===== src/rtl/dm_access_arbiter_pkg.sv =====
// Shared constants for the data-memory access arbiter: op codes, memory size and FSM encoding.
// Imported by the arbiter top and its address/op fault checker.
package dm_access_arbiter_pkg;

   localparam int DM_WORDS_DFLT = 3072;
   localparam int ADDR_W_DFLT   = 32;

   localparam logic [2:0] OP_WORD = 3'd0;
   localparam logic [2:0] OP_HALF = 3'd1;
   localparam logic [2:0] OP_BYTE = 3'd2;

   typedef enum logic {
      ST_IDLE  = 1'b0,
      ST_SERVE = 1'b1
   } state_t;

   localparam logic PORT0 = 1'b0;
   localparam logic PORT1 = 1'b1;

endpackage


===== src/rtl/dm_access_check.sv =====
// Combinational access checker: flags illegal op codes, misaligned word/half accesses
// and byte addresses beyond the end of the data memory.
module dm_access_check
   import dm_access_arbiter_pkg::*;
#(
   parameter int DM_WORDS = DM_WORDS_DFLT,
   parameter int ADDR_W   = ADDR_W_DFLT
) (
   input  logic [ADDR_W-1:0] i_addr,
   input  logic [2:0]        i_op,
   output logic              o_fault
);

   localparam logic [ADDR_W-1:0] LIMIT = ADDR_W'(DM_WORDS * 4);

   logic w_align_fault;
   logic w_range_fault;

   always_comb begin
      w_align_fault = 1'b0;
      case (i_op)
         OP_WORD: w_align_fault = (i_addr[1:0] != 2'b00);
         OP_HALF: w_align_fault = i_addr[0];
         OP_BYTE: w_align_fault = 1'b0;
         default: w_align_fault = 1'b1;
      endcase
   end

   assign w_range_fault = (i_addr >= LIMIT);
   assign o_fault       = w_align_fault | w_range_fault;

endmodule


===== src/rtl/dm_access_arbiter.sv =====
// Two-port round-robin arbiter and sequencer in front of the data memory.
// Each access takes one SERVE cycle; completion is a one-cycle ack with registered data.
module dm_access_arbiter
   import dm_access_arbiter_pkg::*;
#(
   parameter int DM_WORDS = DM_WORDS_DFLT,
   parameter int ADDR_W   = ADDR_W_DFLT
) (
   input  logic              clk,
   input  logic              reset,

   input  logic              p0_req,
   input  logic              p0_we,
   input  logic [ADDR_W-1:0] p0_addr,
   input  logic [2:0]        p0_op,
   input  logic [31:0]       p0_wdata,
   input  logic [31:0]       p0_pc,
   output logic              p0_ack,
   output logic [31:0]       p0_rdata,
   output logic              p0_err,

   input  logic              p1_req,
   input  logic              p1_we,
   input  logic [ADDR_W-1:0] p1_addr,
   input  logic [2:0]        p1_op,
   input  logic [31:0]       p1_wdata,
   input  logic [31:0]       p1_pc,
   output logic              p1_ack,
   output logic [31:0]       p1_rdata,
   output logic              p1_err,

   output logic              dm_we,
   output logic [ADDR_W-1:0] dm_addr,
   output logic [2:0]        dm_op,
   output logic [31:0]       dm_din,
   output logic [31:0]       dm_pc,
   input  logic [31:0]       dm_dout,

   output logic              busy
);

   state_t              r_state;
   state_t              w_next_state;
   logic                r_prio;

   logic                r_we;
   logic [ADDR_W-1:0]   r_addr;
   logic [2:0]          r_op;
   logic [31:0]         r_wdata;
   logic [31:0]         r_pc;
   logic                r_port;
   logic                r_err;

   logic                r_p0_ack;
   logic [31:0]         r_p0_rdata;
   logic                r_p0_err;
   logic                r_p1_ack;
   logic [31:0]         r_p1_rdata;
   logic                r_p1_err;

   logic                w_elig0;
   logic                w_elig1;
   logic                w_grant;
   logic                w_gport;
   logic                w_mux_we;
   logic [ADDR_W-1:0]   w_mux_addr;
   logic [2:0]          w_mux_op;
   logic [31:0]         w_mux_wdata;
   logic [31:0]         w_mux_pc;
   logic                w_fault;
   logic                w_latch;
   logic                w_serve;
   logic [31:0]         w_resp_rdata;

   // A port whose ack is showing this cycle is masked so its held req is not re-served.
   assign w_elig0 = p0_req && !r_p0_ack;
   assign w_elig1 = p1_req && !r_p1_ack;
   assign w_grant = w_elig0 || w_elig1;

   always_comb begin
      w_gport = PORT0;
      if (w_elig0 && w_elig1) begin
         w_gport = r_prio;
      end else if (w_elig1) begin
         w_gport = PORT1;
      end
   end

   assign w_mux_we    = w_gport ? p1_we    : p0_we;
   assign w_mux_addr  = w_gport ? p1_addr  : p0_addr;
   assign w_mux_op    = w_gport ? p1_op    : p0_op;
   assign w_mux_wdata = w_gport ? p1_wdata : p0_wdata;
   assign w_mux_pc    = w_gport ? p1_pc    : p0_pc;

   dm_access_check #(
      .DM_WORDS (DM_WORDS),
      .ADDR_W   (ADDR_W)
   ) u_check (
      .i_addr  (w_mux_addr),
      .i_op    (w_mux_op),
      .o_fault (w_fault)
   );

   assign w_latch = (r_state == ST_IDLE) && w_grant;
   assign w_serve = (r_state == ST_SERVE);

   always_ff @(posedge clk) begin
      if (reset) begin
         r_state <= ST_IDLE;
      end else begin
         r_state <= w_next_state;
      end
   end

   always_comb begin
      w_next_state = r_state;
      case (r_state)
         ST_IDLE:  if (w_grant) w_next_state = ST_SERVE;
         ST_SERVE: w_next_state = ST_IDLE;
         default:  w_next_state = ST_IDLE;
      endcase
   end

   // Memory side is only driven from the request register while serving.
   // Reset gates the write enable so an access caught by reset never commits.
   always_comb begin
      dm_we   = 1'b0;
      dm_addr = '0;
      dm_op   = OP_WORD;
      dm_din  = '0;
      dm_pc   = '0;
      busy    = 1'b0;
      if (r_state == ST_SERVE) begin
         dm_we   = r_we && !r_err && !reset;
         dm_addr = r_addr;
         dm_op   = r_op;
         dm_din  = r_wdata;
         dm_pc   = r_pc;
         busy    = 1'b1;
      end
   end

   always_ff @(posedge clk) begin
      if (reset) begin
         r_prio  <= PORT0;
         r_we    <= 1'b0;
         r_addr  <= '0;
         r_op    <= OP_WORD;
         r_wdata <= '0;
         r_pc    <= '0;
         r_port  <= PORT0;
         r_err   <= 1'b0;
      end else if (w_latch) begin
         r_prio  <= ~w_gport;
         r_we    <= w_mux_we;
         r_addr  <= w_mux_addr;
         r_op    <= w_mux_op;
         r_wdata <= w_mux_wdata;
         r_pc    <= w_mux_pc;
         r_port  <= w_gport;
         r_err   <= w_fault;
      end
   end

   assign w_resp_rdata = (r_we || r_err) ? 32'd0 : dm_dout;

   always_ff @(posedge clk) begin
      if (reset) begin
         r_p0_ack   <= 1'b0;
         r_p0_rdata <= '0;
         r_p0_err   <= 1'b0;
         r_p1_ack   <= 1'b0;
         r_p1_rdata <= '0;
         r_p1_err   <= 1'b0;
      end else begin
         r_p0_ack <= w_serve && (r_port == PORT0);
         r_p1_ack <= w_serve && (r_port == PORT1);
         if (w_serve && (r_port == PORT0)) begin
            r_p0_rdata <= w_resp_rdata;
            r_p0_err   <= r_err;
         end
         if (w_serve && (r_port == PORT1)) begin
            r_p1_rdata <= w_resp_rdata;
            r_p1_err   <= r_err;
         end
      end
   end

   assign p0_ack   = r_p0_ack;
   assign p0_rdata = r_p0_rdata;
   assign p0_err   = r_p0_err;
   assign p1_ack   = r_p1_ack;
   assign p1_rdata = r_p1_rdata;
   assign p1_err   = r_p1_err;

endmodule


===== config.mk =====
export PLATFORM = sky130hd
export DESIGN_NAME = dm_access_arbiter
export DESIGN_NICKNAME = d
export VERILOG_FILES = /design/src/rtl/dm_access_arbiter_pkg.sv /design/src/rtl/dm_access_check.sv /design/src/rtl/dm_access_arbiter.sv
export SDC_FILE = /design/constraint.sdc
export NUM_CORES = 1
export LEC_CHECK = 0
export ABC_AREA = 1
export BUFFER_PORTS_ARGS = -buffer_cell sky130_fd_sc_hd__buf_2
export CAP_MARGIN = 30
export CORE_AREA = 3 3 155 157
export DETAILED_ROUTE_END_ITERATION = 7
export DIE_AREA = 0 0 158 160
export PLACE_DENSITY = 0.72
export REMOVE_ABC_BUFFERS = 1
export SLEW_MARGIN = 20
export SYNTH_ARGS = -nofsm -noshare
export SYNTH_HDL_FRONTEND = slang
export SYNTH_SLANG_ARGS = --single-unit

===== constraint.sdc =====
create_clock -name clk -period 2.2 [get_ports clk]
set_clock_uncertainty 0.15 [all_clocks]
set_input_delay 0.11 -clock clk [delete_from_list [all_inputs] [get_ports clk]]
set_output_delay 0.11 -clock clk [all_outputs]
set_load 0.005 [all_outputs]

==> metrics.md, run 1 <==
| Metric | Value |
|---|---|
| Core area | 22600 um^2 |
| Final Wtd Congestion | 0.914 |
| FF+latch count, synth | 172 |
| Final Hold Vio Count | 0 |
| Clock Path Buffers | 2 |
| M3 GR Usage | 4.74% |
| Post-DRT Antenna Nets | 0 |
| First-pass iteration count of the detailed router | 5 |
| Register area share after synthesis | 45.5% |
| DP HPWL | 19400 um |
| Clock transition at path regs | 0.07 ns |
| Area Overhead vs Synth | 69.5% |
| First-pass GRT wire length | 49800 um |
| Initial DRC Count | 892 |
| Crit-path slowest cell | dlygate4sd3_1 |
| Final wirelength | 32100 um |
| Most frequent cells in the layout | nand2_1, buf_2, dlygate4sd3_1 |
| DR vias | 10200 |
| Initial antenna violation count | 2 |
| Slew margin rel. | 69.3% |
| Min Tclk post-route | 2.05 ns |
| Register-to-Register Path Depth | 8 |
| WHS Path Cells | 7 |
| Die H | 160 um |
| Synth Cell Area | 7570 um^2 |
| Initial Util | 33.4% |
| Nets | 1970 |
| Worst path cell trace | nor2_4 > nand2_2 > buf_12 > nand2_1 > nand2_1 > dlygate4sd3_1 > o21ai_0 > inv_1 |
| Worst-margin pin slew | 0.461 ns |
| Crit path max fanout | 23 |
| Die width | 158 um |
| Net Sw Frac | 29.8% |
| Lkg Pwr | 7.00 nW |
| DIE AREA | 25300 um^2 |
| Clock Latency Late Sink | 0.41 ns |
| R2R Setup Slk | 0.15 ns |
| Post-synthesis compound-gate area fraction | 17.1% |
| Critical Path Most Common Cell | nand2_1 |
| Netlist cell types | 20 |
| Drt wl/cell | 15.8 um |
| Fin cells | 2035 |
| Combinational family with the most area after synthesis | simple AND/OR/NAND/NOR gates |
| All-Layer GR Usage | 24.1% |
| Met1 Use GR | 28.0% |
| Final setup viols | 0 |
| Num rows | 55 |
| Pre-CTS setup slack | 0.322 ns |
| Max-cap violation count | 0 |
| Worst Slack Setup Final | 0.154 ns |
| Adder-Cell Fraction of Synth Area | 0% |
| IO Pins | 405 |
| Root Buffer | clkbuf_16 |
| Total gr overflow | 0 |
| Pwr/cell area | 670 nW/um^2 |
| Status | finished clean |
| Syn Inst Count | 1146 |
| Synth Area per Inst | 6.60 um^2 |
| Combinational power share | 22.2% |
| Ys Warns | 0 |
| CP Capture Type | flip-flop |
| Largest net degree at the start of global routing | 90 |
| Post-synthesis mux area share | 0% |
| Period utilisation layout | 93.0% |
| Max Clock Freq | 489 MHz |
| Vias/cell | 5.02 |
| CP Launch Type | flip-flop |
| Pins Over Slew Limit | 0 |
| Critical Path RT | 2.36 ns |
| Number of global-route vias before repair | 10100 |
| RSZ-0062 raised after global routing | no |
| Htree depth | 4 |
| Tot Pwr | 8.59 mW |
| Crit path largest cell delay | 0.56 ns |
| Placed insts | 1773 |
| P_int | 6.03 mW |
| Maximum vdd drop | 0.000447 V |
| Most common cell after layout, fill and taps aside | nand2_1 |
| CTS Buf Count | 17 |
| CTS sink count | 172 |
| Crit path DAT | 2.20 ns |
| Critical path type | reg2reg |
| Simple-Gate Fraction of Synth Area | 26.5% |
| IO Port Bufs | 404 |
| Seq pwr share | 41.4% |
| Clk pwr share | 36.4% |
| Area after DPL | 9940 um^2 |
| Layout cells sized above 1 | 26.7% |
| Switch Pwr | 2.57 mW |
| GR peak layer | met2 |
| CTS tree | yes |
| Worst min path class | in2reg |
| Residual DRC count | 0 |
| Fin area | 12800 um^2 |
| Xor and xnor area share after synthesis | 0% |
| Met2 Usage GRT | 40.1% |
==> cells in the mapped netlist <==
cell      count  share of area [%]
a211oi_1      1              0.099
a21oi_1      64                4.2
a21oi_2       2               0.23
a31oi_1      75                6.2
buf_1         4               0.20
buf_2         9               0.60
buf_4         1              0.099
clkbuf_1     67                3.3
dfxtp_1     172                 45
inv_1       134                6.6
inv_2         2              0.099
nand2_1     425                 21
nand3_1      24                1.6
nand3_2       1               0.13
nor2_1       68                3.4
nor2_4        1               0.15
nor3_1        1              0.066
o211ai_1      3               0.30
o21ai_0      91                6.0
or2_2         1              0.083
==> final timing paths <==
check	end	start
hold reg to reg	p1_err$_SDFFE_PP0P_	p1_err$_SDFFE_PP0P_
setup / recovery	r_addr[12]$_SDFFE_PP0P_	p1_ack$_SDFF_PP0_
hold / removal	r_op[0]$_SDFFE_PP0P_	p1_op[0]
setup reg to reg	r_addr[12]$_SDFFE_PP0P_	p1_ack$_SDFF_PP0_
==> cell families (layout without fill, tap and decap cells) <==
logic type	after synthesis	count (layout)
flip-flops	172	172
buffers and inverters	217	818
AND/OR/NAND/NOR	521	521
AO/OA/AOI/OAI	236	236
other	0	3
==> state kept, by name, indices dropped and copies added (netlist names), 3 cells and up <==
register	cells
r_op	3
p1_rdata	32
r_pc	32
r_addr	32
r_wdata	32
p0_rdata	32
==> routing by layer <==
metal  up-vias  share of wire [%]  wire [um]
li1       4777                  -          -
met1      4643                 38      12300
met2       625                 48      15500
met3       171                7.0       2250
met4         0                6.3       2020
met5         -                  0          0
==> layout make-up <==
cell class	count	area, um^2
clock buffers	18	429
well taps	285	357
multi-input cells	757	3320
flip-flops and latches	172	3450
inverters	136	510
repair buffers	650	4580
fillers	1937	9810
clock inverters	14	179
diodes	3	7.51
==> stage by stage <==
| step | TNS, ns | hold WS [ns] | util (%) |
|---|---|---|---|
| 2_1_floorplan | -405.98 | 0.0294 | - |
| 3_3_place_gp | 0 | 0.217 | 43.9 |
| 3_5_place_dp | 0 | 0.229 | 43.9 |
| 4_1_cts | 0 | 0.0235 | 56.6 |
| 5_1_grt | 0 | 0.0903 | 56.7 |
| 6_report | 0 | 0.0598 | 56.7 |
==> worst max-delay path: cells and delay by family (launching register included) <==
family	cells	cell delay (ns)
buffers and inverters	3	0.80
AOI/OAI and AO/OA	1	0.19
DFF	1	0.34
and+or+nand+nor	4	0.46
==> timing repair <==
| item | CTS | global route |
|---|---|---|
| hold endpoints to repair | 166 | 0 |
| buffers inserted | 0 | 0 |
| setup endpoints to repair | 0 | 11 |
| hold buffers | 227 | 0 |
| resized for setup | 0 | 2 |
==> power by group through the flow <==
stage | combinational (mW) | clock [mW] | sequential [mW]
after floorplan | 0.723 | 0 | 3.62
after global placement | 1.49 | 0 | 3.60
after detailed placement | 1.51 | 0 | 3.61
after CTS | 1.86 | 3.21 | 3.54
after global routing | 2.08 | 3.35 | 3.58
final | 1.91 | 3.13 | 3.56
Note: power is estimated with default switching activity, not from simulation.
==> run 2: changes to the inputs <==
- CORE_AREA: 3 3 155 157 -> 3 3 157 159
- DIE_AREA: 0 0 158 160 -> 0 0 160 162
- PLACE_DENSITY: 0.72 -> 0.71
- REMOVE_ABC_BUFFERS: 1 -> not set
- clock period: 2.2 -> 2.4 ns (I/O delays scaled with it)
==> metrics.md, run 2 (same netlist as run 1, synthesis figures left out) <==
| Metric | Value |
|---|---|
| Drt wl/cell | 15.4 um (was 15.8 um) |
| Area Overhead vs Synth | 69.7% (was 69.5%) |
| Nets | 1974 (was 1970) |
| Final wirelength | 31900 um (was 32100 um) |
| DIE AREA | 25900 um^2 (was 25300 um^2) |
| Fin cells | 2070 (was 2035) |
| Tot Pwr | 7.87 mW (was 8.59 mW) |
| Crit-path slowest cell | dlygate4sd3_1 (unchanged) |
| Root Buffer | clkbuf_16 (unchanged) |
| CTS sink count | 172 (unchanged) |
| Max Clock Freq | 452 MHz (was 489 MHz) |
| Seq. cell area | 3450 um^2 (unchanged) |
| Critical Path RT | 2.61 ns (was 2.36 ns) |
| DR vias | 10200 (about the same) |
| Pre-CTS setup slack | 0.388 ns (was 0.322 ns) |
| All-Layer GR Usage | 23.5% (was 24.1%) |
| First-pass iteration count of the detailed router | 6 (was 5) |
| Final Wtd Congestion | 0.891 (was 0.914) |
| Status | finished clean (unchanged) |
| Post-DRT Antenna Nets | 0 (unchanged) |
| Worst Slack Setup Final | 0.187 ns (was 0.154 ns) |
| Worst min path class | in2reg (unchanged) |
| Initial DRC Count | 1071 (was 892) |
| Final TNS setup | 0 ns (unchanged) |
| Worst Path Buf+Inv | 4 (was 3) |
| Die width | 160 um (was 158 um) |
| Post-synth net total | 1382 |
| Crit path max fanout | 11 (was 23) |
| Max-cap violation count | 0 (unchanged) |
| RSZ-0062 raised after global routing | no (unchanged) |
| Clock Latency Late Sink | 0.42 ns (was 0.41 ns) |
| Final core occ | 54.9% (was 56.7%) |
| Most common cell after layout, fill and taps aside | nand2_1 (unchanged) |
| Clock Path Buffers | 2 (unchanged) |
| Pins Over Slew Limit | 0 (unchanged) |
| Layout cells sized above 1 | 27.0% (was 26.7%) |
| Fillers | 2065 (was 1937) |
| Total gr overflow | 0 (unchanged) |
| CTS Buf Count | 17 (unchanged) |
| CTS tree | yes (unchanged) |
| Maximum vdd drop | 0.000361 V (was 0.000447 V) |
| Lkg Pwr | 7.00 nW (about the same) |
| Initial antenna violation count | 0 (was 2) |
| Pwr/cell area | 613 nW/um^2 (was 670 nW/um^2) |
| Period utilisation layout | 92.2% (was 93.0%) |
| Crit path DAT | 2.42 ns (was 2.20 ns) |
| Die H | 162 um (was 160 um) |
| Most frequent cells in the layout | nand2_1, buf_2, dlygate4sd3_1 (unchanged) |
| IO Port Bufs | 404 (unchanged) |
| Min Tclk post-route | 2.21 ns (was 2.05 ns) |
| Multi-input gate area | 3320 um^2 (unchanged) |
| CP Capture Type | flip-flop (unchanged) |
| Final setup viols | 0 (unchanged) |
| Hold WS | 0.0239 ns (was 0.0598 ns) |
| Diodes inserted | 0 (was 3) |
| Area after DPL | 9940 um^2 (about the same) |
| Final Hold Vio Count | 0 (unchanged) |
| IO Pins | 405 (unchanged) |
| Largest net degree at the start of global routing | 102 (was 90) |
| Residual DRC count | 0 (unchanged) |
| First-pass GRT wire length | 50200 um (was 49800 um) |
| Placed insts | 1811 (was 1773) |
| Initial Util | 32.3% (was 33.4%) |
| Clock transition at path regs | 0.07 ns (about the same) |
| Slew margin rel. | 49.5% (was 69.3%) |
| CP top delay family | buffers and inverters (unchanged) |
| Fin area | 12800 um^2 (about the same) |
| Vias/cell | 4.94 (was 5.02) |
| Num rows | 56 (was 55) |
| Worst-margin pin slew | 0.758 ns (was 0.461 ns) |
| Number of global-route vias before repair | 10100 (about the same) |
| Critical path type | reg2reg (unchanged) |
| Core area | 23400 um^2 (was 22600 um^2) |
| Htree depth | 4 (unchanged) |
| DP HPWL | 18800 um (was 19400 um) |
| CP Launch Type | flip-flop (unchanged) |
| Crit path largest cell delay | 0.57 ns (was 0.56 ns) |
| Worst path cell trace | nor2_4 > inv_2 > a21oi_2 > inv_4 > a21oi_4 > buf_4 > nand2_1 > a31oi_1 > dlygate4sd3_1 (was nor2_4 > nand2_2 > buf_12 > nand2_1 > nand2_1 > dlygate4sd3_1 > o21ai_0 > inv_1) |
| R2R Setup Slk | 0.19 ns (was 0.15 ns) |
==> run 2: what timing repair did <==
item                                    CTS  global route
gates resized for setup                   0             2
endpoints found under the setup margin    0            16
endpoints found under the hold margin   162             0
hold buffers                            226             0
setup buffers                             0             1
==> run 2: worst min-delay path, cell delays in order <==
cell      delay [ns]
buf_2           0.08
o21ai_0         0.13
nand2_1         0.09
o211ai_1        0.08
inv_1           0.06
==> run 2: report_power, final <==
part / internal (mW) / switching, mW
Clock: 1.45 / 1.44
Combinational: 0.806 / 0.912
Sequential: 3.11 / 0.145
==> run 2: path summary, 6_finish.rpt <==
| check | startpoint | end | cells after the start |
|---|---|---|---|
| max | p1_ack$_SDFF_PP0_ | r_pc[2]$_SDFFE_PP0P_ | 9 |
| min | p1_addr[0] | r_addr[0]$_SDFFE_PP0P_ | 5 |
| max reg2reg | p1_ack$_SDFF_PP0_ | r_pc[2]$_SDFFE_PP0P_ | 9 |
| min reg2reg | p1_err$_SDFFE_PP0P_ | p1_err$_SDFFE_PP0P_ | 2 |
==> run 2: final cells by class <==
type                    instances  area share [%]
inverters                     136            3.99
flip-flops and latches        172            26.8
clock inverters                15            1.59
multi-input cells             757            25.9
repair buffers                654            35.3
well taps                     319            3.11
clock buffers                  17            3.31
==> run 2: routing by layer <==
layer  GRT usage, %  share of wire (%)
met4           14.6                6.4
met3           6.12                8.0
met5              0                  0
met2           39.5                 48
met1           26.8                 38
==> run 3: changes to the inputs <==
- CORE_AREA: 3 3 157 159 -> 3 3 156 158
- DIE_AREA: 0 0 160 162 -> 0 0 159 161
- PLACE_DENSITY: 0.71 -> 0.8
- SYNTH_HIERARCHICAL: not set -> 1
==> metrics.md, run 3 <==
| Metric | Value |
|---|---|
| Pwr/cell area | 581 nW/um^2 (was 613 nW/um^2) |
| All-Layer GR Usage | 26.6% (was 23.5%) |
| Vias/cell | 4.96 (was 4.94) |
| CTS sink count | 172 (unchanged) |
| Maximum vdd drop | 0.000414 V (was 0.000361 V) |
| Most common cell after layout, fill and taps aside | nand2_1 (unchanged) |
| Crit path max fanout | 109 (was 11) |
| Clk pwr share | 33.8% (was 36.8%) |
| CP Capture Type | flip-flop (unchanged) |
| Final TNS setup | 0 ns (unchanged) |
| Synth Area per Inst | 6.19 um^2 (was 6.60 um^2) |
| Clock transition at path regs | 0.08 ns (was 0.07 ns) |
| CTS tree | yes (unchanged) |
| Htree depth | 4 (unchanged) |
| CP Launch Type | flip-flop (unchanged) |
| Tot Pwr | 8.34 mW (was 7.87 mW) |
| Post-CTS setup buffer count | 0 (unchanged) |
| Core area | 23300 um^2 (was 23400 um^2) |
| First-pass GRT wire length | 56800 um (was 50200 um) |
| RSZ-0062 raised after global routing | no (unchanged) |
| Hold WS | 0.110 ns (was 0.0239 ns) |
| R2R Setup Slk | 0.15 ns (was 0.19 ns) |
| Lkg Pwr | 8.34 nW (was 7.00 nW) |
| P_int | 5.60 mW (was 5.37 mW) |
| Syn Inst Count | 1509 (was 1146) |
| Initial DRC Count | 1281 (was 1071) |
| Clock Path Buffers | 2 (unchanged) |
| Period utilisation layout | 93.8% (was 92.2%) |
| Final setup viols | 0 (unchanged) |
| DR vias | 11900 (was 10200) |
| Clock Latency Late Sink | 0.41 ns (was 0.42 ns) |
| Ys Warns | 6 (was 0) |
| Worst min path class | in2reg (unchanged) |
| Worst-margin pin slew | 0.543 ns (was 0.758 ns) |
| Min Tclk post-route | 2.25 ns (was 2.21 ns) |
| Drt wl/cell | 14.8 um (was 15.4 um) |
| Most frequent cells in the layout | nand2_1, buf_2, inv_1 (was nand2_1, buf_2, dlygate4sd3_1) |
| Crit path DAT | 2.42 ns (about the same) |
| Final Hold Vio Count | 0 (unchanged) |
| Initial antenna violation count | 1 (was 0) |
| Switch Pwr | 2.74 mW (was 2.50 mW) |
| IO Pins | 405 (unchanged) |
| Pins Over Slew Limit | 0 (unchanged) |
| Net Sw Frac | 32.8% (was 31.8%) |
| Synth Cell Area | 9340 um^2 (was 7570 um^2) |
| DIE AREA | 25600 um^2 (was 25900 um^2) |
| Residual DRC count | 0 (unchanged) |
| Number of global-route vias before repair | 11700 (was 10100) |
| CTS Buf Count | 17 (unchanged) |
| Critical Path RT | 2.57 ns (was 2.61 ns) |
| Post-DRT Antenna Nets | 0 (unchanged) |
| Seq pwr share | 39.4% (was 41.4%) |
| Area after DPL | 11400 um^2 (was 9940 um^2) |
| Layout cells sized above 1 | 22.3% (was 27.0%) |
| Die H | 161 um (was 162 um) |
| IO Port Bufs | 404 (unchanged) |
| Diodes inserted | 0 (unchanged) |
| Initial Util | 40.2% (was 32.3%) |
| Max-cap violation count | 0 (unchanged) |
| Max Clock Freq | 444 MHz (was 452 MHz) |
| Die width | 159 um (was 160 um) |
| First-pass iteration count of the detailed router | 6 (unchanged) |
| Post-synth net total | 1745 (was 1382) |
| Root Buffer | clkbuf_16 (unchanged) |
| Num rows | 56 (unchanged) |
| Fin area | 14400 um^2 (was 12800 um^2) |
| Final wirelength | 35700 um (was 31900 um) |
| Fillers | 1889 (was 2065) |
| Nets | 2311 (was 1974) |
| Largest net degree at the start of global routing | 110 (was 102) |
| Slew margin rel. | 63.8% (was 49.5%) |
| Total gr overflow | 0 (unchanged) |
| Status | finished clean (unchanged) |
| Area Overhead vs Synth | 53.7% (was 69.7%) |
| Final Wtd Congestion | 0.921 (was 0.891) |
| Critical path type | reg2reg (unchanged) |
| Combinational power share | 26.8% (was 21.8%) |
| DP HPWL | 20700 um (was 18800 um) |
-- run 3: cell types whose count changed in the layout (fill, tap and decap cells not counted), sizes merged, moves of 24 or more --
cell,before,now
inv,145,266
nand3,25,136
a21boi,0,65
o21ai,91,67
nor2,69,151
a31oi,75,0
a21oi,66,101
-- run 3: repair_timing --
| item | CTS | global route |
|---|---|---|
| hold buffers | 233 | 0 |
| endpoints found under the hold margin | 168 | 0 |
| setup endpoints to repair | 0 | 20 |
| gates resized for setup | 0 | 2 |
-- run 3: metal layers --
metal  share of wire [%]  GRT usage, %
met1                  39          30.3
met2                  47          45.0
met3                 8.7          7.64
met4                 5.4          15.0
met5                   0             0
-- run 3: path summary, 6_finish.rpt --
kind	depth (start not counted)	startpoint	endpoint
max	7	p0_ack$_SDFF_PP0_	r_pc[30]$_SDFFE_PP0P_
min	5	p1_req	r_port$_SDFFE_PP0P_
max reg2reg	7	p0_ack$_SDFF_PP0_	r_pc[30]$_SDFFE_PP0P_
min reg2reg	2	r_prio$_SDFFE_PP0P_	r_prio$_SDFFE_PP0P_
-- run 3: worst max-delay path, stage by stage, from the launching register on --
cell and delay (ns):
dfxtp_1 0.35, inv_2 0.06, nand3_4 0.18, buf_12 0.36
a21boi_0 0.20, nor2_1 0.14, dlygate4sd3_1 0.57, nor2_1 0.04
-- run 3: layout make-up --
| class | count | area [um^2] | share of cell area (%) |
|---|---|---|---|
| clock buffers | 17 | 425 | 2.96 |
| multi-input cells | 969 | 4320 | 30.1 |
| inverters | 260 | 980 | 6.83 |
| clock inverters | 15 | 194 | 1.35 |
| repair buffers | 655 | 4580 | 31.9 |
| well taps | 319 | 399 | 2.78 |
| flip-flops and latches | 172 | 3450 | 24.0 |
-- run 3: power by group through the flow --
| stage | Combinational, mW | Sequential, mW | Clock (mW) |
|---|---|---|---|
| floorplan | 1.16 | 3.30 | 0 |
| global placement | 1.67 | 3.33 | 0 |
| detailed placement | 1.71 | 3.33 | 0 |
| CTS | 2.16 | 3.27 | 2.89 |
| global route | 2.48 | 3.31 | 3.02 |
| finish | 2.24 | 3.28 | 2.82 |
-- run 3: stage by stage --
stage | util [%] | instances | setup slack, ns
finish | 61.7 | 2407 | 0.150
global route | 61.7 | 2407 | 0.0366
CTS | 61.7 | 2407 | 0.0955
detailed placement | 49.0 | 2142 | 0.443
global placement | 49.0 | 2142 | 0.518
floorplan | - | 1509 | 0.648
